--- src/rtl/uart_pkg.sv ---
// Shared UART types and constants for the transmit core and the baud divider.
package uart_pkg;

    typedef enum logic [2:0] {
        StIdle,
        StStart,
        StData,
        StParity,
        StStop
    } tx_state_t;

    localparam logic LineIdle  = 1'b1;
    localparam logic LineStart = 1'b0;

    // Widest bit counter needed for the legal DATA_W range (5..16).
    localparam int unsigned MaxBitCntW = 4;

    // Width of a counter covering 0..n-1, never narrower than one bit.
    function automatic int unsigned cnt_width(input int unsigned n);
        return (n > 1) ? $clog2(n) : 1;
    endfunction

endpackage

--- src/rtl/uart_tx_core_if.sv ---
// Valid/ready word handshake between a transmit data source and uart_tx_core.
interface uart_tx_core_if #(
    parameter int unsigned DATA_W = 8
);
    logic [DATA_W-1:0] tx_data;
    logic              tx_valid;
    logic              tx_ready;

    modport master (
        output tx_data,
        output tx_valid,
        input  tx_ready
    );

    modport slave (
        input  tx_data,
        input  tx_valid,
        output tx_ready
    );
endinterface

--- src/rtl/uart_baud_gen.sv ---
// Free-running divide-by-CLKS_PER_BIT counter with synchronous clear; tick marks the last
// cycle of each bit period.
module uart_baud_gen
    import uart_pkg::*;
#(
    parameter int unsigned CLKS_PER_BIT = 16
) (
    input  logic clk,
    input  logic rst_n,
    input  logic clr_i,
    output logic tick_o
);
    localparam int unsigned CntW = cnt_width(CLKS_PER_BIT);
    localparam logic [CntW-1:0] CntMax = CntW'(CLKS_PER_BIT - 1);

    logic [CntW-1:0] cnt_q, cnt_d;

    always_comb begin
        cnt_d = cnt_q;
        if (clr_i || cnt_q == CntMax) begin
            cnt_d = '0;
        end else begin
            cnt_d = cnt_q + CntW'(1);
        end
    end

    assign tick_o = !clr_i && (cnt_q == CntMax);

    always_ff @(posedge clk or negedge rst_n) begin
        if (!rst_n) begin
            cnt_q <= '0;
        end else begin
            cnt_q <= cnt_d;
        end
    end
endmodule

--- src/rtl/uart_tx_core.sv ---
// Self-timed UART frame transmitter with valid/ready input.
// Define UART_TX_PARITY_EN to insert a parity bit between data and stop bits.
module uart_tx_core
    import uart_pkg::*;
#(
    parameter int unsigned DATA_W       = 8,
    parameter int unsigned CLKS_PER_BIT = 16,
    parameter int unsigned STOP_BITS    = 1,
    parameter int unsigned LSB_FIRST    = 1,
    parameter int unsigned PARITY_ODD   = 0
) (
    input  logic           clk,
    input  logic           rst_n,
    uart_tx_core_if.slave  bus,
    output logic           tx,
    output logic           busy
);
    localparam int unsigned BitW = cnt_width(DATA_W);
    localparam logic [BitW-1:0] LastData = BitW'(DATA_W - 1);
    localparam logic [BitW-1:0] LastStop = BitW'(STOP_BITS - 1);

    if (DATA_W < 5 || DATA_W > 16 || CLKS_PER_BIT < 2 ||
        (STOP_BITS != 1 && STOP_BITS != 2) || LSB_FIRST > 1 || PARITY_ODD > 1)
    begin : g_bad_param
        $error("uart_tx_core: illegal parameter value");
    end

    tx_state_t         state_q, state_d;
    logic [BitW-1:0]   bit_cnt_q, bit_cnt_d;
    logic [DATA_W-1:0] shreg_q, shreg_d;
    logic              tx_q, tx_d;
    logic              baud_clr, bit_tick;
`ifdef UART_TX_PARITY_EN
    logic              par_q, par_d;
`endif

    // Holding the divider clear while idle makes every bit, start included, a full period.
    assign baud_clr = (state_q == StIdle);

    uart_baud_gen #(
        .CLKS_PER_BIT (CLKS_PER_BIT)
    ) u_baud_gen (
        .clk    (clk),
        .rst_n  (rst_n),
        .clr_i  (baud_clr),
        .tick_o (bit_tick)
    );

    always_comb begin
        state_d   = state_q;
        bit_cnt_d = bit_cnt_q;
        shreg_d   = shreg_q;
`ifdef UART_TX_PARITY_EN
        par_d     = par_q;
`endif
        unique case (state_q)
            StIdle: begin
                if (bus.tx_valid) begin
                    state_d   = StStart;
                    bit_cnt_d = '0;
                    shreg_d   = bus.tx_data;
`ifdef UART_TX_PARITY_EN
                    par_d     = (^bus.tx_data) ^ 1'(PARITY_ODD);
`endif
                end
            end
            StStart: begin
                if (bit_tick) state_d = StData;
            end
            StData: begin
                if (bit_tick) begin
                    if (bit_cnt_q == LastData) begin
                        bit_cnt_d = '0;
`ifdef UART_TX_PARITY_EN
                        state_d   = StParity;
`else
                        state_d   = StStop;
`endif
                    end else begin
                        bit_cnt_d = bit_cnt_q + BitW'(1);
                        shreg_d   = (LSB_FIRST != 0) ? (shreg_q >> 1) : (shreg_q << 1);
                    end
                end
            end
`ifdef UART_TX_PARITY_EN
            StParity: begin
                if (bit_tick) state_d = StStop;
            end
`endif
            StStop: begin
                if (bit_tick) begin
                    if (bit_cnt_q == LastStop) begin
                        state_d = StIdle;
                    end else begin
                        bit_cnt_d = bit_cnt_q + BitW'(1);
                    end
                end
            end
            default: state_d = StIdle;
        endcase
    end

    // Line level is registered from the next state so tx changes on the same edge as state.
    always_comb begin
        tx_d = LineIdle;
        unique case (state_d)
            StStart: tx_d = LineStart;
            StData:  tx_d = (LSB_FIRST != 0) ? shreg_d[0] : shreg_d[DATA_W-1];
`ifdef UART_TX_PARITY_EN
            StParity: tx_d = par_d;
`endif
            default: tx_d = LineIdle;
        endcase
    end

    always_ff @(posedge clk or negedge rst_n) begin
        if (!rst_n) begin
            state_q   <= StIdle;
            bit_cnt_q <= '0;
            shreg_q   <= '0;
            tx_q      <= LineIdle;
`ifdef UART_TX_PARITY_EN
            par_q     <= 1'b0;
`endif
        end else begin
            state_q   <= state_d;
            bit_cnt_q <= bit_cnt_d;
            shreg_q   <= shreg_d;
            tx_q      <= tx_d;
`ifdef UART_TX_PARITY_EN
            par_q     <= par_d;
`endif
        end
    end

    assign tx           = tx_q;
    assign busy         = (state_q != StIdle);
    assign bus.tx_ready = (state_q == StIdle);
endmodule

--- src/flat_wrapper.sv ---
// flat-port wrapper written by rule: the top's interface ports become plain ports
module uart_tx_core_flat import uart_pkg::*;
#(
    parameter int unsigned DATA_W       = 8,
    parameter int unsigned CLKS_PER_BIT = 16,
    parameter int unsigned STOP_BITS    = 1,
    parameter int unsigned LSB_FIRST    = 1,
    parameter int unsigned PARITY_ODD   = 0
)
  (clk, rst_n, tx, busy, bus_tx_data, bus_tx_valid, bus_tx_ready);
  uart_tx_core_if #(.DATA_W(DATA_W)) bus_i ();
  input  logic clk;
  input  logic rst_n;
  output logic tx;
  output logic busy;
  input wire logic [$bits(bus_i.tx_data)-1:0] bus_tx_data;
  input wire logic [$bits(bus_i.tx_valid)-1:0] bus_tx_valid;
  output wire logic [$bits(bus_i.tx_ready)-1:0] bus_tx_ready;
  assign bus_i.tx_data = bus_tx_data;
  assign bus_i.tx_valid = bus_tx_valid;
  assign bus_tx_ready = bus_i.tx_ready;
  uart_tx_core #(.DATA_W(DATA_W), .CLKS_PER_BIT(CLKS_PER_BIT), .STOP_BITS(STOP_BITS), .LSB_FIRST(LSB_FIRST), .PARITY_ODD(PARITY_ODD)) u_core (.clk(clk), .rst_n(rst_n), .bus(bus_i), .tx(tx), .busy(busy));
endmodule
--- config.mk ---
export PLATFORM = sky130hd
export DESIGN_NAME = uart_tx_core_flat
export DESIGN_NICKNAME = d
export VERILOG_FILES = /design/src/rtl/uart_pkg.sv /design/src/rtl/uart_tx_core_if.sv /design/src/rtl/uart_baud_gen.sv /design/src/rtl/uart_tx_core.sv /design/src/flat_wrapper.sv
export SDC_FILE = /design/constraint.sdc
export NUM_CORES = 1
export LEC_CHECK = 0
export ABC_AREA = 1
export CORE_MARGIN = 1
export CORE_UTILIZATION = 52
export DETAILED_ROUTE_END_ITERATION = 10
export GPL_TIMING_DRIVEN = 0
export PLACE_DENSITY = 0.79
export SYNTH_ARGS = -nofsm -noshare
export SYNTH_HDL_FRONTEND = slang
export SYNTH_HIERARCHICAL = 1
export SYNTH_SLANG_ARGS = --single-unit
--- constraint.sdc ---
create_clock -name clk -period 1.79 [get_ports clk]
set_input_delay 0.358 -clock clk [delete_from_list [all_inputs] [get_ports clk]]
set_output_delay 0.358 -clock clk [all_outputs]
set_load 0.02 [all_outputs]
======== Yosys cells after proc, flatten, opt, wreduce, memory -nomap -nowiden ========
Cells that the tools add are included.
storage, ports and cells
  flip-flop bits (word level) ............. 19
  bits in latches ......................... 0
  bits in writable memories ............... 0
  ROM bits ................................ 0
  output and inout port bits .............. 3
  memories kept ........................... 0
cells by class
  $add $sub $neg .......................... 2
  multiply operators ...................... 0
  div/mod/pow operators ................... 0
  magnitude comparators ................... 0
  equal/unequal tests ..................... 12
  shifts and indexed selects .............. 0
  muxes and demuxes ....................... 19
  bitwise logic cells ..................... 0
  reduce and logical (&&, ||, !) cells .... 10
operators with widths
  cell                 count
  $mux 3               11
  $mux 8               3
  $pmux 8 s2           1
  $pmux 3 s4           1
  $pmux 3 s3           1
  $eq 3x1->1 const B   2
  $eq 3x2->1 const B   2
  $eq 3x3->1 const B   2
  $logic_not 3->1      2
  $ne 2x2->1 const B   3
  $reduce_bool 3->1    2
  $reduce_and 5->1     1
  $add 4x1->4 const B  1
  $eq 4x4->1 const B   1
  $mux 4               1
  $ne 2x1->1 const B   2
  $reduce_and 4->1     1
  $add 3x1->3 const B  1
  $pmux 1 s2           1
  $reduce_bool 2->1    1
  $logic_and 1x1->1    1
  $logic_not 1->1      1
  $logic_or 1x1->1     1

======== Depth between registers and ports, before layout ========
Gate-level depths: netlist (run 1).
  depth in word-level cells ............... 7
  gate-level depth with buffers ........... 11
  depth with buffers taken out ............ 11

======== Hierarchy ========
Netlist (run 1), hierarchy kept.
modules (own cells, without submodules)
  module         times used  cells an instance  area an instance (sq um)  seq. area each (sq um)
  uart_tx_core   1           103                810.8                     376.6
  uart_baud_gen  1           19                 193.9                     100.1

======== Worst setup path after synthesis (run 1) ========
Ideal clock, no wire load.
  kind .................................... register -> register
  start point ............................. register u_core.state_q[0]
  end point ............................... register u_core.bit_cnt_q[0]
  setup time .............................. 0.118 ns
  arrival time ............................ 1.556 ns
  path slack .............................. 0.115 ns
  stages on the path, launching flop included .. 12
  path buffers ............................ 0
  cell sequence ........................... dfrtp_1 -> inv_2 -> nand2_2 -> nor2_2 -> nor3_1 -> inv_2 -> nand2_1 -> nand2_1 -> inv_2 -> nand2_1 -> nand2_1 -> nand2_1
between the ends
  word-level cells in the longest chain between the ends .. 5
RTL lines
  element                              line                 source
  start, declared                      uart_tx_core.sv:28   tx_state_t state_q, state_d;
  start signal, assigned               uart_tx_core.sv:118  state_q <= StIdle;
  start signal, assigned               uart_tx_core.sv:126  state_q <= state_d;
  $logic_not 3->1 *                    n/a
  named net bus_tx_ready               flat_wrapper.sv:18   output wire logic [$bits(bus_i.tx_ready)-1:0] bus_tx_ready;
  $logic_not 1->1 *                    uart_baud_gen.sv:27  assign tick_o = !clr_i && (cnt_q == CntMax);
  $logic_and 1x1->1 *                  uart_baud_gen.sv:27
  named net u_core.bit_tick            uart_tx_core.sv:32   logic baud_clr, bit_tick;
  $ne 2x1->1 (no source line)          n/a
  $reduce_and 5->1 (no source line) *  n/a
  end signal, assigned                 uart_tx_core.sv:127  bit_cnt_q <= bit_cnt_d;
  end, declared                        uart_tx_core.sv:29   logic [BitW-1:0] bit_cnt_q, bit_cnt_d;
Mark *: on every way through the listed nets, which the timed path passes. The rest lies on a longest branch.
A chain may end at the register's enable or synchronous reset.

======== Worst setup path in the final report (run 1) ========
  start point ............................. register u_core.u_baud_gen.cnt_q[0]
  end point ............................... register u_core.tx_q (netlist: u_core/tx)
between the ends
  word-level cells in the longest chain between the ends .. 6
RTL lines
  element                                   line                                                        source
  start, declared                           uart_baud_gen.sv:16                                         logic [CntW-1:0] cnt_q, cnt_d;
  start signal, assigned                    uart_baud_gen.sv:33                                         cnt_q <= cnt_d;
  $eq 4x4->1 *                              uart_baud_gen.sv:27
  $logic_and 1x1->1 *                       uart_baud_gen.sv:27
  named net u_core.bit_tick                 uart_tx_core.sv:32
  $mux 3 (on tied branches)                 uart_tx_core.sv:91, uart_tx_core.sv:68, uart_tx_core.sv:71
  $pmux 3 s4 *                              uart_tx_core.sv:56                                          unique case (state_q)
  named net u_core.state_d[0]               uart_tx_core.sv:28
  $eq 3x2->1 or $eq 3x1->1 (tied branches)  uart_tx_core.sv:106                                         unique case (state_d)
  $pmux 1 s2 *                              uart_tx_core.sv:106
  named net u_core.tx_d                     uart_tx_core.sv:31                                          logic tx_q, tx_d;
  end signal, assigned                      uart_tx_core.sv:121                                         tx_q <= LineIdle;
  end signal, assigned                      uart_tx_core.sv:129                                         tx_q <= tx_d;
  end, declared                             uart_tx_core.sv:31
Mark *: on every way through the listed nets, which the timed path passes. The rest lies on a longest branch. The select of a mux whose other input is x is not followed.

==> metrics.cfg, run 1 <==
[timing]
finClkSkew_ns = 0.00641
finalSetupTns_ns = 0
fin_crit_ns = 1.73
hold_ws_ns = 0.493
final_max_slew_viol_count = 0
hold_viol = 0
max_freq_ghz = 0.579
fin_crit_sh = 0.965
relSlewSlack = 0.445
setup_viol = 0
worst_slew_pin_slew_ns = 0.830

[grt]
grtUsageTotal = 0.205
grt_pass1_vias = 711
antenna_found_initial = 0
grt_max_degree = 20
grt_pass1_wl_um = 3040
gr-total-overflow = 0

[logic_synthesis]
synth_edf_count = 0
synth_top_area_frac = 0.448
synth_mux_area_frac = 0
synth_cell_types = 22
synthAdderAreaFrac = 0.0498
async_flop_share = 1.00
syn_nets = 137
synth_cells = 122
synth_area_leaders = dfrtp_1, nand2_1, ha_1
ys_warn_count = 6
synth_xor_area_frac = 0
avgSynthCellArea_um2 = 8.24
ys_ff_latch = 19
netlist_area_mm2 = 0.00100
synthFlopType = dfrtp_1
synth-compound-area-share = 0.0872
synthSimpleGateAreaFrac = 0.340
synth_top_family_by_area = simple AND/OR/NAND/NOR gates
yosys.area.top_type = dfrtp_1
yosysSeqAreaShare = 0.474

[worst_setup_path]
worstSetupPathType = flop to flop
end_kind = flop
rrSetupSlack_ns = 0.06
reg2reg_from = u_core/u_baud_gen/cnt_q[0]
max_stage_delay_ns = 0.43
critPathMaxFanout = 5
cp.required_ns = 2.03
worstPathArrival_ns = 1.97
crit_slowest_cell = dfrtp_1
r2r_cells = 9
cp-start-kind = flop
crit_chain = ha_2 > nand2_4 > nor3_4 > inv_2 > buf_4 > nand4_1 > o21ai_1 > or2_0 > nand2_1
r2r_end = u_core/tx

[floorplan]
rows = 15
die_area_mm2 = 0.00211
die_h_um = 46.0
ios = 14
die_x_um = 46.0
fp.coreArea_mm2 = 0.00176
start_util = 0.570

[clock_network]
cts_max_path_buffers = 2
path_clk_slew_ns = 0.10
cts_hold_buf = 0
clock_sinks = 19
htree_levels = 1
cts_tree = done
clk_latency_ns = 0.30
cts_made_buffers = 3
cts-root-buf = clkbuf_4

[drt]
avgRoutedWirePerCell_um = 12.5
ant_nets = 0
firstDrtPassIters = 4
drc = 0
route.vias.total = 942
routed_via_density = 5.48
drt_iter0_markers = 15
wl_um = 2160

[min_path]
min_to = u_core/shreg_q[7]
holdPathStages = 2
holdCritStartpoint = u_core/shreg_q[7]
hold_class = flop to flop

[finish]
fin_util = 0.728
fin_nets = 163
synthToLayoutAreaGrowth_pct = 27.8
layout_commonest_cell = nand2_1
most-common-layout-cells = nand2_1, dfrtp_1, clkdlybuf4s50_1
drive_above_1_share = 0.231
antenna_cells = 0

[pwr]
power_density_mw_per_mm2 = 551
ir_worst_vdd_mv = 0.462
power_w = 0.000707
p_leak_nw = 0.661

[placement]
portBuffers = 13
dp.final_hpwl_um = 1430
place_congestion = 0.890

[run]
drv_cap = 0

[run_status]
status = finished, final reports clean

state kept, by name (all words and copies together), names as in the netlist:
signal and flops:
u_core/bit_cnt_q 3, u_core/u_baud_gen/cnt_q 4, u_core/state_q 3, u_core/shreg_q 8
u_core/tx 1
worst max path at each step:
stage	endpoint	from	slack [ns]	cells after the start
floorplan	u_core/bit_cnt_q[0]	u_core/state_q[0]	0.12	11
global placement	u_core/shreg_q[4]	u_core/state_q[0]	-0.15	8
detailed placement	u_core/shreg_q[6]	u_core/state_q[0]	-0.19	8
CTS	u_core/bit_cnt_q[1]	u_core/state_q[0]	0.004	11
global route	u_core/bit_cnt_q[1]	u_core/u_baud_gen/cnt_q[0]	-0.05	10
finish	u_core/tx	u_core/u_baud_gen/cnt_q[0]	0.06	9
critical path, delay by kind of cell (launching register included):
kind                     cells  cell delay, ns
buffers and inverters        2            0.25
adder cells (fa/ha/maj)      1            0.23
flip-flops                   1            0.43
AND/OR/NAND/NOR              5            0.70
AO/OA/AOI/OAI                1            0.07
repair_timing:
action,CTS,global route
setup buffers,0,8
setup endpoints to repair,13,13
resized for setup,8,6
pin swaps,0,3
cell type report:
class / count / area [µm²]
tap: 25 / 31.3
multi-input combinational: 90 / 513
timing repair buffer: 21 / 186
inverter: 13 / 48.8
sequential: 19 / 478
clock buffer: 4 / 26.3
fill: 159 / 480
cells in the mapped netlist, types with 2 or more instances:
cell type and instances:
a22oi_1 6, dfrtp_1 18, ha_1 4, inv_1 6, inv_2 7, nand2_1 49, nand2_2 2, nand3_1 2
nand4_1 6, nor2_1 6, nor2_2 4, o21ai_1 2
cell families after synthesis:
logic type	Yosys count
AND/OR/NAND/NOR	75
adder cells (fa/ha/maj)	4
AO/OA/AOI/OAI	11
buffers and inverters	13
flip-flops	19
per-stage QoR:
step / setup WS, ns / cell area [µm²] / instances
floorplan: 0.115 / 1000 / 122
global placement: -0.153 / 1170 / 160
detailed placement: -0.188 / 1170 / 160
CTS: 0.00425 / 1210 / 164
global route: -0.0532 / 1280 / 172
finish: 0.0634 / 1280 / 172
power breakdown:
| part | switching (W) | internal, W | total, W |
|---|---|---|---|
| combinational | 0.0000200 | 0.0000258 | 0.0000459 |
| clock | 0.000132 | 0.0000868 | 0.000219 |
| sequential | 0.00000491 | 0.000438 | 0.000443 |
| total | 0.000157 | 0.000551 | 0.000707 |
layer usage:
metal	routed length, µm	up-vias	share of wire	GRT usage
met2	1160	25	0.54	0.335
met3	77	4	0.036	0.0238
met5	0	-	0	0
met4	23	0	0.011	0.112
li1	-	450	-	-
met1	896	463	0.42	0.261
Note: power is estimated with default switching activity, not from simulation.
==> inputs of run 2 (changes only) <==
--- a/config.mk
+++ b/config.mk
@@ -10,8 +10,8 @@
 export CORE_UTILIZATION = 52
 export DETAILED_ROUTE_END_ITERATION = 10
 export GPL_TIMING_DRIVEN = 0
-export PLACE_DENSITY = 0.79
+export PLACE_DENSITY = 0.8
+export SLEW_MARGIN = 10
 export SYNTH_ARGS = -nofsm -noshare
 export SYNTH_HDL_FRONTEND = slang
-export SYNTH_HIERARCHICAL = 1
 export SYNTH_SLANG_ARGS = --single-unit
==> metrics.cfg, run 2 <==
[run_status]
status = finished, final reports clean

[clock_network]
cts_tree = done
cts_hold_buf = 0  ; unchanged
cts-root-buf = clkbuf_4
cts_made_buffers = 3  ; unchanged
clock_sinks = 19  ; unchanged
htree_levels = 1  ; unchanged
cts_max_path_buffers = 2  ; unchanged
post-cts-setup-buffers = 0  ; unchanged
clk_latency_ns = 0.30  ; about the same
path_clk_slew_ns = 0.10  ; about the same

[finish]
layout_commonest_cell = nand2_1
regMostFlops = u_core.shreg_q
most-common-layout-cells = nand2_1, dfrtp_1, inv_1
drive_above_1_share = 0.171  ; -0.0607
synthToLayoutAreaGrowth_pct = 19.3
antenna_cells = 0  ; unchanged
fillers = 152  ; -4.4%
fin_nets = 145  ; -11%
largest_reg_flops = 8  ; unchanged
largest_registers = u_core.shreg_q (8), u_core.u_baud_gen.cnt_q (4)
fin_cells = 154  ; -10%

[floorplan]
ios = 14  ; unchanged
die_area_mm2 = 0.00205  ; -3.0%
rows = 15  ; unchanged
die_h_um = 45.3  ; -1.5%
start_util = 0.558  ; -0.0118
fp.coreArea_mm2 = 0.00175  ; -1.1%
die_x_um = 45.3  ; -1.5%

[timing]
fin_crit_ns = 1.66  ; -0.0645 ns
setup_viol = 0  ; unchanged
max_freq_ghz = 0.602  ; +3.9%
relSlewSlack = 0.449  ; +0.00448
final_max_slew_viol_count = 0  ; unchanged
worst_slew_pin_slew_ns = 0.823  ; -0.00670 ns
finalSetupTns_ns = 0  ; unchanged
fin_crit_sh = 0.929  ; -0.0360
rsz0062_at_grt = false
finClkSkew_ns = 0.00891  ; +0.00250 ns
hold_viol = 0  ; unchanged

[logic_synthesis]
synth_top_area_frac = 0.463  ; +0.0144
synthFlopType = dfrtp_1
synth_cell_types = 24  ; +9.1%
synth_xor_area_frac = 0.0180  ; +0.0180
synth_top_family_by_area = simple AND/OR/NAND/NOR gates
ys_warn_count = 0  ; -6
async_flop_share = 1.00  ; unchanged
synth_area_leaders = dfrtp_1, nand2_1, nand3_1
ys_ff_latch = 19  ; unchanged
yosys.area.top_type = dfrtp_1
synth_edf_count = 0  ; unchanged
netlist_area_um2 = 973  ; -3.1%
synth-compound-area-share = 0.0591  ; -0.0280
avgSynthCellArea_um2 = 8.69  ; +5.5%
yosysSeqAreaShare = 0.490  ; +0.0152
synth_mux_area_frac = 0  ; unchanged
synthSimpleGateAreaFrac = 0.324  ; -0.0161
synth_cells = 112  ; -8.2%
synthAdderAreaFrac = 0.0514  ; +0.00160
syn_nets = 127  ; -7.3%
yosysMostFrequentCell = nand2_1
synth_common_cells = nand2_1, dfrtp_1, inv_1

[drt]
wl_um = 1690  ; -22%
drt_iter0_markers = 14  ; -1
routed_via_density = 4.92  ; -10%
avgRoutedWirePerCell_um = 11.0  ; -12%
route.vias.total = 757  ; -20%
drc = 0  ; unchanged
firstDrtPassIters = 4  ; unchanged
ant_nets = 0  ; unchanged

[grt]
grt_pass1_vias = 684  ; -3.8%
grt_max_degree = 20  ; unchanged
gr-total-overflow = 0  ; unchanged
grt_pass1_wl_um = 2860  ; -6.1%
antenna_found_initial = 0  ; unchanged
grtUsageTotal = 0.198  ; -0.00682

[placement]
place_congestion = 0.838  ; -5.8%
dp.final_hpwl_um = 1300  ; -9.5%
placed_cells = 150  ; -6.3%
portBuffers = 13  ; unchanged

[worst_setup_path]
end_kind = output port
worstPathArrival_ns = 1.30  ; -0.67 ns
cp-start-kind = flop
critPathMaxFanout = 5  ; unchanged
max_stage_delay_ns = 0.47  ; +0.04 ns
crit_slowest_cell = dfrtp_2
crit_chain = nor2_4 > nand2_2 > dlygate4sd2_1
cp.required_ns = 1.43  ; -0.60 ns
worstSetupPathType = flop to output port

[pwr]
power_density_mw_per_mm2 = 1240  ; +120%
p_leak_nw = 0.577  ; -13%
ir_worst_vdd_mv = 0.820  ; +77%

[run]
drv_cap = 0  ; unchanged

[min_path]
hold_class = flop to flop

run 2: cell types whose count changed in the layout (fill, tap and decap cells not counted), sizes merged, moves of 2 or more:
cell   before  now
o21ai       2    5
nand4       6    2
buf         9    0
nor2       10    7
a22oi       6    0
nand2      52   38
inv        13   15
nand3       3   13
a21oi       1    4
run 2: cells by family after synthesis:
| kind of cell | after synthesis |
|---|---|
| AO/OA/AOI/OAI | 10 |
| flip-flops | 19 |
| adder cells (fa/ha/maj) | 4 |
| buffers and inverters | 15 |
| AND/OR/NAND/NOR | 62 |
| XOR/XNOR | 2 |
run 2: power by group:
part	leakage [nW]	internal, W	switching (W)	total [W]
combinational	0.322	0.000210	0.000305	0.000515
clock	0.0177	0.0000832	0.000134	0.000217
sequential	0.237	0.000594	0.000112	0.000706
total	0.577	0.000887	0.000550	0.00144
run 2: worst paths after layout:
| check | from | end | slack (ns) | cells past startpoint |
|---|---|---|---|---|
| hold reg to reg | u_core.u_baud_gen.cnt_q[0] | u_core.u_baud_gen.cnt_q[0] | 0.47 | 1 |
| max in group asynchronous | rst_n | u_core.state_q[2] | 0.71 | 1 |
| min in group asynchronous | rst_n | u_core.bit_cnt_q[2] | 0.52 | 1 |
| hold / removal | u_core.u_baud_gen.cnt_q[0] | u_core.u_baud_gen.cnt_q[0] | 0.47 | 1 |
| setup / recovery | u_core.state_q[2] | busy | 0.13 | 3 |
| setup reg to reg | u_core.bit_cnt_q[0] | u_core.tx | 0.16 | 9 |
run 2: worst max-delay path: cells and delay by family, from the launching register on:
family,cells,cell delay (ns)
AND/OR/NAND/NOR,2,0.22
flip-flops,1,0.47
buffers and inverters,1,0.32
run 2: metrics by stage:
step / worst slack [ns] / hold slack [ns] / utilization / instance area [µm²] / total power (W)
3_5_place_dp: 0.0574 / 0.457 / 0.650 / 1130 / 0.00126
4_1_cts: 0.0230 / 0.472 / 0.665 / 1160 / 0.00145
3_3_place_gp: 0.0693 / 0.449 / 0.650 / 1130 / 0.00123
6_report: 0.128 / 0.470 / 0.665 / 1160 / 0.00144
5_1_grt: 0.0352 / 0.494 / 0.665 / 1160 / 0.00155
2_1_floorplan: 0.346 / 0.0624 / - / 973 / 0.00108
run 2: layout make-up:
| type | instances | area (µm²) | area share |
|---|---|---|---|
| Clock inverter | 1 | 5.00 | 0.00431 |
| Multi-Input combinational cell | 78 | 445 | 0.384 |
| Clock buffer | 3 | 22.5 | 0.0194 |
| Sequential cell | 19 | 478 | 0.412 |
| Inverter | 15 | 56.3 | 0.0485 |
| Timing Repair Buffer | 13 | 123 | 0.106 |
| Tap cell | 25 | 31.3 | 0.0269 |
run 2: what timing repair did:
action | in CTS | in global routing
setup endpoints to repair | 3 | 2
hold endpoints to repair | 0 | 0
resized for setup | 4 | 3
run 2: metal layers:
| metal | vias up | wire length, µm | GRT usage |
|---|---|---|---|
| met5 | - | 0 | 0 |
| met4 | 0 | 14 | 0.0909 |
| met3 | 2 | 48 | 0.0240 |
| li1 | 391 | - | - |
| met1 | 350 | 761 | 0.245 |
| met2 | 14 | 867 | 0.342 |
